===== src/rtl/multdiv_seq.sv =====
// multdiv_seq: sequential signed 32-bit radix-2 Booth multiplier and restoring divider.
// The divider datapath is built only when MULTDIV_DIVIDER_EN is defined; otherwise ctrl_DIV reports an exception.
`default_nettype none

module multdiv_seq (
  input  logic        clock,
  input  logic        reset,
  input  logic [31:0] data_operandA,
  input  logic [31:0] data_operandB,
  input  logic        ctrl_MULT,
  input  logic        ctrl_DIV,
  output logic [31:0] data_result,
  output logic        data_exception,
  output logic        data_resultRDY,
  output logic        busy
);

  typedef enum logic [1:0] {
    IDLE = 2'd0,
    MUL  = 2'd1,
    DIV  = 2'd2,
    DONE = 2'd3
  } state_t;

  state_t      state, state_nx;
  logic [31:0] acc, q, m;
  logic        q1;
  logic [4:0]  cnt;
  logic [31:0] acc_nx, q_nx;
  logic        q1_nx;
  logic [32:0] mul_sum;
  logic [31:0] res_nx;
  logic        exc_nx;
  logic        start_mul, start_div, iter_last;

`ifdef MULTDIV_DIVIDER_EN
  logic        neg, dz;
  logic [32:0] div_shift, div_diff;
  logic        div_ge;
  logic [31:0] quot, abs_a, abs_b;

  assign abs_a = data_operandA[31] ? (32'd0 - data_operandA) : data_operandA;
  assign abs_b = data_operandB[31] ? (32'd0 - data_operandB) : data_operandB;
`endif

  // Multiply wins when both starts arrive together.
  assign start_mul = ctrl_MULT;
  assign start_div = ctrl_DIV & ~ctrl_MULT;
  assign iter_last = (cnt == 5'd31);
  assign busy      = (state == MUL) || (state == DIV);

  always_ff @(posedge clock or posedge reset) begin
    if (reset) state <= IDLE;
    else       state <= state_nx;
  end

  always_comb begin
    state_nx = state;
    if (start_mul) begin
      state_nx = MUL;
    end else if (start_div) begin
`ifdef MULTDIV_DIVIDER_EN
      state_nx = DIV;
`else
      state_nx = DONE;
`endif
    end else begin
      case (state)
        IDLE:     state_nx = IDLE;
        MUL, DIV: if (iter_last) state_nx = DONE;
        DONE:     state_nx = IDLE;
        default:  state_nx = IDLE;
      endcase
    end
  end

  // One iteration step. The Booth adder is one bit wider than A so that
  // adding or subtracting 0x80000000 cannot wrap before the arithmetic shift.
  always_comb begin
    case ({q[0], q1})
      2'b01:   mul_sum = {acc[31], acc} + {m[31], m};
      2'b10:   mul_sum = {acc[31], acc} - {m[31], m};
      default: mul_sum = {acc[31], acc};
    endcase
    acc_nx = mul_sum[32:1];
    q_nx   = {mul_sum[0], q[31:1]};
    q1_nx  = q[0];
`ifdef MULTDIV_DIVIDER_EN
    div_shift = {acc, q[31]};
    div_diff  = div_shift - {1'b0, m};
    div_ge    = ~div_diff[32];
    if (state == DIV) begin
      acc_nx = div_ge ? div_diff[31:0] : div_shift[31:0];
      q_nx   = {q[30:0], div_ge};
      q1_nx  = 1'b0;
    end
`endif
  end

  // Final result is formed from the last step's outputs, so it lands on DONE entry.
  always_comb begin
    res_nx = q_nx;
    exc_nx = ~((&{acc_nx, q_nx[31]}) | ~(|{acc_nx, q_nx[31]}));
`ifdef MULTDIV_DIVIDER_EN
    quot = neg ? (32'd0 - q_nx) : q_nx;
    if (state == DIV) begin
      res_nx = dz ? 32'd0 : quot;
      exc_nx = dz | (~neg & q_nx[31]);
    end
`else
    if (start_div) begin
      res_nx = 32'd0;
      exc_nx = 1'b1;
    end
`endif
  end

  always_ff @(posedge clock or posedge reset) begin
    if (reset) begin
      acc            <= '0;
      q              <= '0;
      m              <= '0;
      q1             <= 1'b0;
      cnt            <= '0;
      data_result    <= '0;
      data_exception <= 1'b0;
      data_resultRDY <= 1'b0;
`ifdef MULTDIV_DIVIDER_EN
      neg            <= 1'b0;
      dz             <= 1'b0;
`endif
    end else begin
      data_resultRDY <= (state == DONE);
      if (state_nx == DONE) begin
        data_result    <= res_nx;
        data_exception <= exc_nx;
      end
      if (start_mul) begin
        acc <= '0;
        q   <= data_operandB;
        q1  <= 1'b0;
        m   <= data_operandA;
        cnt <= '0;
      end
`ifdef MULTDIV_DIVIDER_EN
      else if (start_div) begin
        acc <= '0;
        q   <= abs_a;
        q1  <= 1'b0;
        m   <= abs_b;
        neg <= data_operandA[31] ^ data_operandB[31];
        dz  <= (data_operandB == 32'd0);
        cnt <= '0;
      end
`endif
      else if (busy) begin
        acc <= acc_nx;
        q   <= q_nx;
        q1  <= q1_nx;
        cnt <= cnt + 5'd1;
      end
    end
  end

endmodule

`default_nettype wire


===== config.mk =====
export PLATFORM = sky130hd
export DESIGN_NAME = multdiv_seq
export DESIGN_NICKNAME = d
export VERILOG_FILES = /design/src/rtl/multdiv_seq.sv
export SDC_FILE = /design/constraint.sdc
export NUM_CORES = 1
export LEC_CHECK = 0
export BUFFER_PORTS_ARGS = -buffer_cell sky130_fd_sc_hd__clkbuf_2
export CAP_MARGIN = 10
export CORE_ASPECT_RATIO = 1.5
export CORE_MARGIN = 5
export CORE_UTILIZATION = 33
export CTS_CLUSTER_SIZE = 30
export DETAILED_ROUTE_END_ITERATION = 6
export SLEW_MARGIN = 20
export SYNTH_ARGS = -nofsm -noshare
export SYNTH_HDL_FRONTEND = slang
export SYNTH_SLANG_ARGS = --single-unit

===== constraint.sdc =====
create_clock -name clock -period 12.7 [get_ports clock]
set_input_delay 2.54 -clock clock [delete_from_list [all_inputs] [get_ports clock]]
set_output_delay 2.54 -clock clock [all_outputs]
set_load 0.05 [all_outputs]

Word level (Yosys, flattened, before mapping)

Cells that the tools add are included.

Bits in read-only memories: 0
Latch bits: 0
Memories kept: 0
Output and inout bits: 35
Flip-flop bits (word level): 138
Word-level logic and storage cells: 46
Bits in writable memories: 0

Equality and inequality tests: 7
Bitwise operators: 5
$lt $le $gt $ge: 0
Muxes and demuxes: 15
$mul: 0
Reductions and logical operators: 7
Divide/modulo/power cells: 0
Shifts and indexed selects: 0
Add/subtract/negate cells: 3

Operators with widths:

| operator            | count |
|---|---|
| $mux 32             | 5 |
| $pmux 33 s2         | 1 |
| $add 32x32->33      | 1 |
| $reduce_and 33->1   | 1 |
| $reduce_or 33->1    | 1 |
| $sub 32x32->33      | 1 |
| $mux 5              | 2 |
| $eq 2x2->1 const B  | 4 |
| $mux 2              | 3 |
| $add 5x1->5 const B | 1 |
| $eq 5x5->1 const B  | 1 |
| $eq 2x1->1 const B  | 2 |
| $pmux 2 s2          | 1 |
| $reduce_or 2->1     | 2 |
| $mux 1              | 3 |
| $not 1->1           | 3 |
| $logic_not 2->1     | 1 |
| $reduce_bool 2->1   | 1 |
| $and 1x1->1         | 1 |
| $logic_or 1x1->1    | 1 |
| $or 1x1->1          | 1 |

Longest topological paths before layout

Gate-level depths: netlist of run 1.

Depth after elaboration: 7
Depth in mapped cells: 20
Mapped depth without buffers: 20

Worst setup path before layout of run 1

OpenSTA, ideal clock, no wires.

Path kind: register to register
From: register m[7]
To: register data_exception
Period minus slack after synthesis: 4.557 ns
Cell stages (with the launch flop): 20
Slack: 8.143 ns
Arrival time: 4.433 ns
Cells stage by stage: dfrtp_1 > nor4_1 > nor3b_1 > nand2_1 > nor2_1 > a21oi_1 > xnor2_1 > ha_1 > buf_2 > nand4_1 > or3_1 > a211oi_2 > nor3_1 > or3b_1 > or4b_1 > nor4_1 > nand4_1 > and4bb_1 > a41oi_1 > o31a_1

Longest elaborated chain between the ends: 7

RTL lines:

| item                                             | line   | text |
|---|---|---|
| start: declaration                               | 26     | `logic [31:0] acc, q, m;` |
| start signal: assignment                         | 142    | `m <= data_operandA;` |
| $sub 32x32->33 or $add 32x32->33 (tied branches) | 82, 81 |  |
| $pmux 33 s2 (*)                                  | 80     | `case ({q[0], q1})` |
| $reduce_or 33->1                                 | 103    | `exc_nx = ~((&{acc_nx, q_nx[31]}) \| ~(\|{acc_nx, q_nx[31]}));` |
| $not 1->1                                        | 103    |  |
| $or 1x1->1 (*)                                   | 103    |  |
| $not 1->1 (*)                                    | 103    |  |
| $mux 1 (*)                                       | 111    | `if (start_div) begin` |
| end signal: assignment                           | 136    | `data_exception <= exc_nx;` |
| end: declaration                                 | 13     | `output logic data_exception,` |

Mark *: on every way between the ends. The rest lies on a longest branch, timed or not.
A chain may end at the register's enable or synchronous reset.

Final worst setup path of run 1

Same ends and word-level chain as after synthesis.

==> flow_summary.ini, run 1 <==
[outcome]
run_status = complete, no violations

[global_routing]
grt_pass1_vias = 7693
grtUsageTotal_pct = 17.40
grt_pass1_wl_mm = 41.77
overflow = 0
antenna_found_initial = 0
grt_max_degree = 87

[final_layout]
area_delta_synth_final_pct = 15.84
layout_commonest_cell = dfrtp_1
nets = 1158
final_area_um2 = 10220
final_cell_mix = 138 x dfrtp_1, 101 x clkbuf_2, 93 x nand2_1
drive_above_1_share_pct = 16.64
antenna_cells = 0
fillers = 2685

[timing]
min_period_over_period_pct = 44.38
slew_headroom_pct = 34.55
fmax_ghz = 0.1774
tightestPinTransition_ns = 0.9817
skew_ns = 0.01266
hold_viol = 0
period_needed_ns = 5.637
slew_violations = 0
rsz0062_at_grt = false
final.setup.tns_ns = 0
setup_viol = 0
hold_slack_ns = 0.4963

[place]
place_area_um2 = 9625
gp_congestion = 0.9787
numPortBuffers = 102
hpwl_mm = 19.08

[detailed_routing]
drtIter0Drc = 402
via_per_inst = 5.550
vias = 7776
wirelength_mm = 25.84
drc = 0
ant_nets = 0
dr.pass1.iters = 4
wl_per_cell_um = 18.44

[floorplanning]
fp-row-count = 73
die_y_um = 210.2
die_area_um2 = 30170
initial_utilization_pct = 33.30
pin_count = 103
core-area_um2 = 26490
fp.dieW_um = 143.5

[setup_path]
r2r_slack_ns = 7.06
startpoint_type = flop
crit_chain = nor4_1, nand2b_1, nor4_1, a21oi_1, xnor2_1, ha_1, nand4_1, or3_1, a211oi_2, nor3_1, or3b_1, or4b_1, nor4_1, nand4_1, and4bb_1, a41oi_1, o31a_1
cp_top_family = simple AND/OR/NAND/NOR gates
r2r-start = m[7]
cp-end-kind = flop
critPathMaxFanout = 7
reg2reg_depth = 17
arrival_ns = 5.94
worstSetupPathType = flop to flop
slowest_delay_ns = 0.59
crit_buf_inv = 0
r2r-end = data_exception
cp_slowest_cell = or4b_1
critical_path.most_common_cell = nor4_1
required_ns = 13.01

[cts]
cts.sinks = 138
clock_latency_ns = 0.43
htree_levels = 4
tritoncts = yes
postCtsSetupBuffers = 0
clock_path_buffers = 2
cts_buffers = 17
cts-root-buf = clkbuf_16
cts_resized = 0
ctsHoldBuffers = 0
clk_pin_slew_ns = 0.07

[logic_synthesis]
synth_area_per_cell_um2 = 9.029
syn-num-nets = 1083
ys_types = 71
synth.cell_area_um2 = 8821
netlist_instances = 977
synth-seq-cells = 138
synthFlopType = dfrtp_1
synthArstFlopShare_pct = 100.0
ys_seq_area_share_pct = 39.15
synth_edf_count = 0
ys_warn_count = 0

[power]
pwr-share-seq_pct = 29.5
p_comb_share_pct = 43.7
clkPwrFrac_pct = 26.8
powerDensity_nw_per_um2 = 186.2
p_sw_share_pct = 40.97
power.leakage_nw = 4.694
finalPower_mw = 1.902
internal_power_mw = 1.123
vdd.ir_drop.worst_mv = 0.1049
p_switching_mw = 0.7793

[min_path]
hp-class = flop to flop
min_path_cells = 1
min-delay-start = data_result[9]
min_to = data_result[9]

[flow_run]
maxCapViolations = 0
-- per-stage QoR --
step | cells | util (%) | worst slack (ns)
after global routing | 1401 | 38.58 | 6.700
after detailed placement | 1370 | 36.34 | 7.085
final | 1401 | 38.58 | 7.063
after floorplan | 977 | - | 6.464
after CTS | 1401 | 38.58 | 7.050
after global placement | 1370 | 36.34 | 7.068
-- worst max-delay path by stage --
stage	slack, ns	cells past startpoint	to	startpoint
global placement	7.07	17	data_exception	m[7]
CTS	7.05	17	data_exception	m[7]
floorplan	6.46	1	acc[0]	reset
global route	6.70	17	data_exception	m[7]
finish	7.06	17	data_exception	m[7]
detailed placement	7.09	17	data_exception	m[7]
-- cell usage after synthesis, types with 11 or more instances --
cell      instances  share of area (%)
dfrtp_1         138                 39
nand2_1          93                4.0
nor2_1           91                3.9
o21ai_0          71                4.0
a21oi_1          62                3.5
mux2i_1          46                5.2
clkbuf_1         45                1.9
ha_1             37                5.2
xnor2_1          37                3.7
a22o_1           31                3.1
inv_1            29                1.2
mux2_2           26                3.3
a211oi_1         25                2.1
nor3_1           24                1.4
nor4_1           14               0.99
nand3_1          13               0.74
nand4_1          12               0.85
a21o_1           11               0.94
xor2_1           11                1.1
-- metal layers --
metal	up-vias	share of wire (%)	GRT usage, %
li1	3740	-	-
met1	3778	41	20.98
met2	213	52	30.55
met3	45	4.3	3.291
met4	0	3.1	6.465
met5	-	0	0
-- area by class of cell --
class                      instances  area (µm²)  area share [%]
sequential                       138        3453           33.79
clock inverter                    10       142.6           1.396
tap                              337       421.7           4.126
inverter                          29       113.9           1.114
multi-input combinational        756        5064           49.55
clock buffer                      21       450.4           4.408
timing repair buffer             110       573.1           5.608
-- cells by family (layout without fill, tap and decap cells) --
family / after synthesis / count (layout) / synth area share (%)
and+or+nand+nor: 312 / 312 / 16.98
buffers and inverters: 83 / 170 / 3.589
AOI/OAI and AO/OA: 286 / 286 / 21.50
adders and majority gates: 38 / 38 / 5.475
xor gates and xnor gates: 48 / 48 / 4.766
DFF: 138 / 138 / 39.15
muxes: 72 / 72 / 8.539
-- worst register-to-register path: cells and delay by family, from the launching register on --
kind	cells	cell delay, ns
and+or+nand+nor	11	3.72
AOI/OAI and AO/OA	4	0.76
DFF	1	0.43
adders and majority gates	1	0.43
xor gates and xnor gates	1	0.18
-- sequential cells by signal, summed over array words and instances, names as in the netlist --
signal,count
q,32
data_exception,1
data_resultRDY,1
data_result,32
m,32
cnt,5
q1,1
state,2
acc,32
-- power groups by stage --
stage          combinational, mW  sequential, mW  clock, mW
4_1_cts                    0.825           0.562      0.520
3_5_place_dp               0.819           0.569          0
3_3_place_gp               0.819           0.568          0
6_report                   0.831           0.561      0.510
2_1_floorplan              0.596           0.573          0
5_1_grt                    0.915           0.571      0.536
Power figures use the tool's default switching activity.
==> run 2, diff against run 1 <==
--- a/config.mk
+++ b/config.mk
@@ -5,6 +5,7 @@
 export SDC_FILE = /design/constraint.sdc
 export NUM_CORES = 1
 export LEC_CHECK = 0
+export ABC_AREA = 1
 export BUFFER_PORTS_ARGS = -buffer_cell sky130_fd_sc_hd__clkbuf_2
 export CAP_MARGIN = 10
 export CORE_ASPECT_RATIO = 1.5
==> constraint.sdc (replaced) <==
create_clock -name clock -period 5.35 [get_ports clock]
set_input_delay 1.07 -clock clock [delete_from_list [all_inputs] [get_ports clock]]
set_output_delay 1.07 -clock clock [all_outputs]
set_load 0.05 [all_outputs]
==> run 2 against run 1 <==
  * Clock power grew 140%
  * Setup slack got worse by 6.3 ns
  * Non-clock buffer count up 2
  * Cell count rose by 32%
  * Critical endpoint unchanged
==> flow_summary.ini, run 2 <==
[outcome]
run_status = complete, no violations

[power]
p_comb_share_pct = 50.7
p_sw_share_pct = 47.25
finalPower_mw = 5.295
powerDensity_nw_per_um2 = 487.8
pwr-share-seq_pct = 26.7
internal_power_mw = 2.793
p_switching_mw = 2.502
power.leakage_nw = 6.026
vdd.ir_drop.worst_mv = 0.4554
clkPwrFrac_pct = 22.6

[setup_path]
arrival_ns = 4.93
cp-end-kind = flop
crit_buf_inv = 3
r2r_slack_ns = 0.75
cp_slowest_cell = dfrtp_1
critical_path.most_common_cell = nand2_1
worstSetupPathType = flop to flop
critPathMaxFanout = 5
reg2reg_depth = 30
slowest_delay_ns = 0.40
startpoint_type = flop
crit_start = m[0]
required_ns = 5.68
cp_top_family = simple AND/OR/NAND/NOR gates
r2r-start = m[0]
r2r-end = data_exception

[min_path]
min-delay-start = cnt[3]
min_to = cnt[3]
min_path_cells = 1
hp-class = flop to flop

[logic_synthesis]
synth_edf_count = 0
ys_types = 44
ys_warn_count = 0
synth.most_common_cell = nand2_1
synth-seq-cells = 138
synth_area_per_cell_um2 = 6.685
syn-num-nets = 1511
ys_seq_area_share_pct = 36.77
synth.cell_area_um2 = 9393
netlist_instances = 1405
synthTopCellsByCount = 487 x nand2_1, 264 x inv_1, 138 x dfrtp_1
yosysTopAreaCellShare_pct = 36.77
synth_area_leader_cell = dfrtp_1
synthArstFlopShare_pct = 100.0
synthFlopType = dfrtp_1
synthTopCellsByArea = dfrtp_1 37%, nand2_1 19%, inv_1 11%

[global_routing]
grtUsageTotal_pct = 18.41
met3_usage_pct = 2.800
antenna_found_initial = 0
top_usage_layer = met2
use_met1_pct = 20.17
met2_usage_pct = 34.55
grt_pass1_wl_mm = 47.15
grt_max_degree = 110
grt_pass1_vias = 9266
overflow = 0

[floorplanning]
core-area_um2 = 28060
die_area_um2 = 32010
initial_utilization_pct = 33.48
fp-row-count = 75
die_y_um = 216.6
fp.dieW_um = 147.8
pin_count = 103

[cts]
cts.sinks = 138
clock_latency_ns = 0.43
cts-root-buf = clkbuf_16
clk_pin_slew_ns = 0.06
clock_path_buffers = 2
postCtsSetupBuffers = 0
cts_buffers = 17
ctsHoldBuffers = 0
htree_levels = 4
tritoncts = yes
cts_resized = 0

[flow_run]
maxCapViolations = 0

[final_layout]
postLayoutCoreUtil_pct = 38.68
fillers = 2970
final_cell_mix = 487 x nand2_1, 263 x inv_1, 138 x dfrtp_1
layout_commonest_cell = nand2_1
antenna_cells = 0
regArea_um2 = 3453
drive_above_1_share_pct = 10.73
final_area_um2 = 10850
multi_input_area_um2 = 4765
area_delta_synth_final_pct = 15.55
nets = 1603
fin_cells = 1856

[timing]
hold_slack_ns = 0.4781
period_needed_ns = 4.604
slew_headroom_pct = 29.20
finalWorstSetupSlack_ns = 0.7455
fmax_ghz = 0.2172
final.setup.tns_ns = 0
setup_viol = 0
hold_viol = 0
tightestPinTransition_ns = 1.059
min_period_over_period_pct = 86.06
slew_violations = 0
rsz0062_at_grt = false
skew_ns = 0.01482

[detailed_routing]
wl_per_cell_um = 15.59
drtIter0Drc = 544
drc = 0
dr.pass1.iters = 5
via_per_inst = 4.912
vias = 9116
wirelength_mm = 28.94
ant_nets = 0

[place]
hpwl_mm = 22.66
gp_congestion = 0.9588
numPortBuffers = 102
pre_cts_ws_ns = 0.6886
dp_cells = 1824
place_area_um2 = 10250
==> run 2: changes by cell type in the layout (fill, tap and decap cells not counted), sizes merged, moves of 28 or more <==
cell and change:
xnor2 -36, a21oi -40, nand2 +395, inv +239, mux2i -46, nand3 +78
a22o -28
==> run 2: routing by layer <==
| layer | part of all wire [%] | up-vias |
|---|---|---|
| met4 | 4.1 | 0 |
| met3 | 3.0 | 63 |
| li1 | - | 4595 |
| met1 | 40 | 4261 |
| met5 | 0 | - |
| met2 | 53 | 197 |
==> run 2: worst register-to-register path: cells and delay by family, from the launching register on <==
| family | cells | cell delay, ns |
|---|---|---|
| simple gates | 22 | 2.73 |
| flops | 1 | 0.40 |
| compound gates | 2 | 0.41 |
| xor+xnor | 1 | 0.19 |
| fa+ha+maj | 2 | 0.55 |
| buf+inv | 3 | 0.20 |
==> run 2: worst max path at each step <==
stage / endpoint / slack, ns / depth (start not counted)
after global routing: data_exception / 0.27 / 30
after global placement: data_exception / 0.74 / 30
after detailed placement: data_exception / 0.69 / 30
after floorplan: acc[0] / 0.58 / 1
after CTS: data_exception / 0.68 / 30
final: data_exception / 0.75 / 30
==> run 2: power groups by stage <==
| stage | Clock, mW | Combinational [mW] | Sequential [mW] |
|---|---|---|---|
| 5_1_grt | 1.26 | 3.02 | 1.44 |
| 6_report | 1.20 | 2.69 | 1.41 |
| 4_1_cts | 1.22 | 2.69 | 1.41 |
| 3_3_place_gp | 0 | 2.66 | 1.42 |
| 2_1_floorplan | 0 | 1.72 | 1.65 |
| 3_5_place_dp | 0 | 2.68 | 1.42 |
==> run 2: cells by family (layout without fill, tap and decap cells) <==
logic type | Yosys count | in the layout | synth area share [%]
AO/OA/AOI/OAI | 179 | 179 | 11.36
XOR/XNOR | 31 | 31 | 2.891
adder cells (fa/ha/maj) | 38 | 38 | 5.142
buffers and inverters | 308 | 413 | 12.51
flip-flops | 138 | 138 | 36.77
AND/OR/NAND/NOR | 711 | 711 | 31.33
==> run 2: layout make-up <==
class | count | area share [%]
Clock buffer | 23 | 4.496
Multi-Input combinational cell | 959 | 43.90
Tap cell | 346 | 3.989
Sequential cell | 138 | 31.82
Timing Repair Buffer | 112 | 5.395
Inverter | 269 | 9.384
Clock inverter | 9 | 1.015
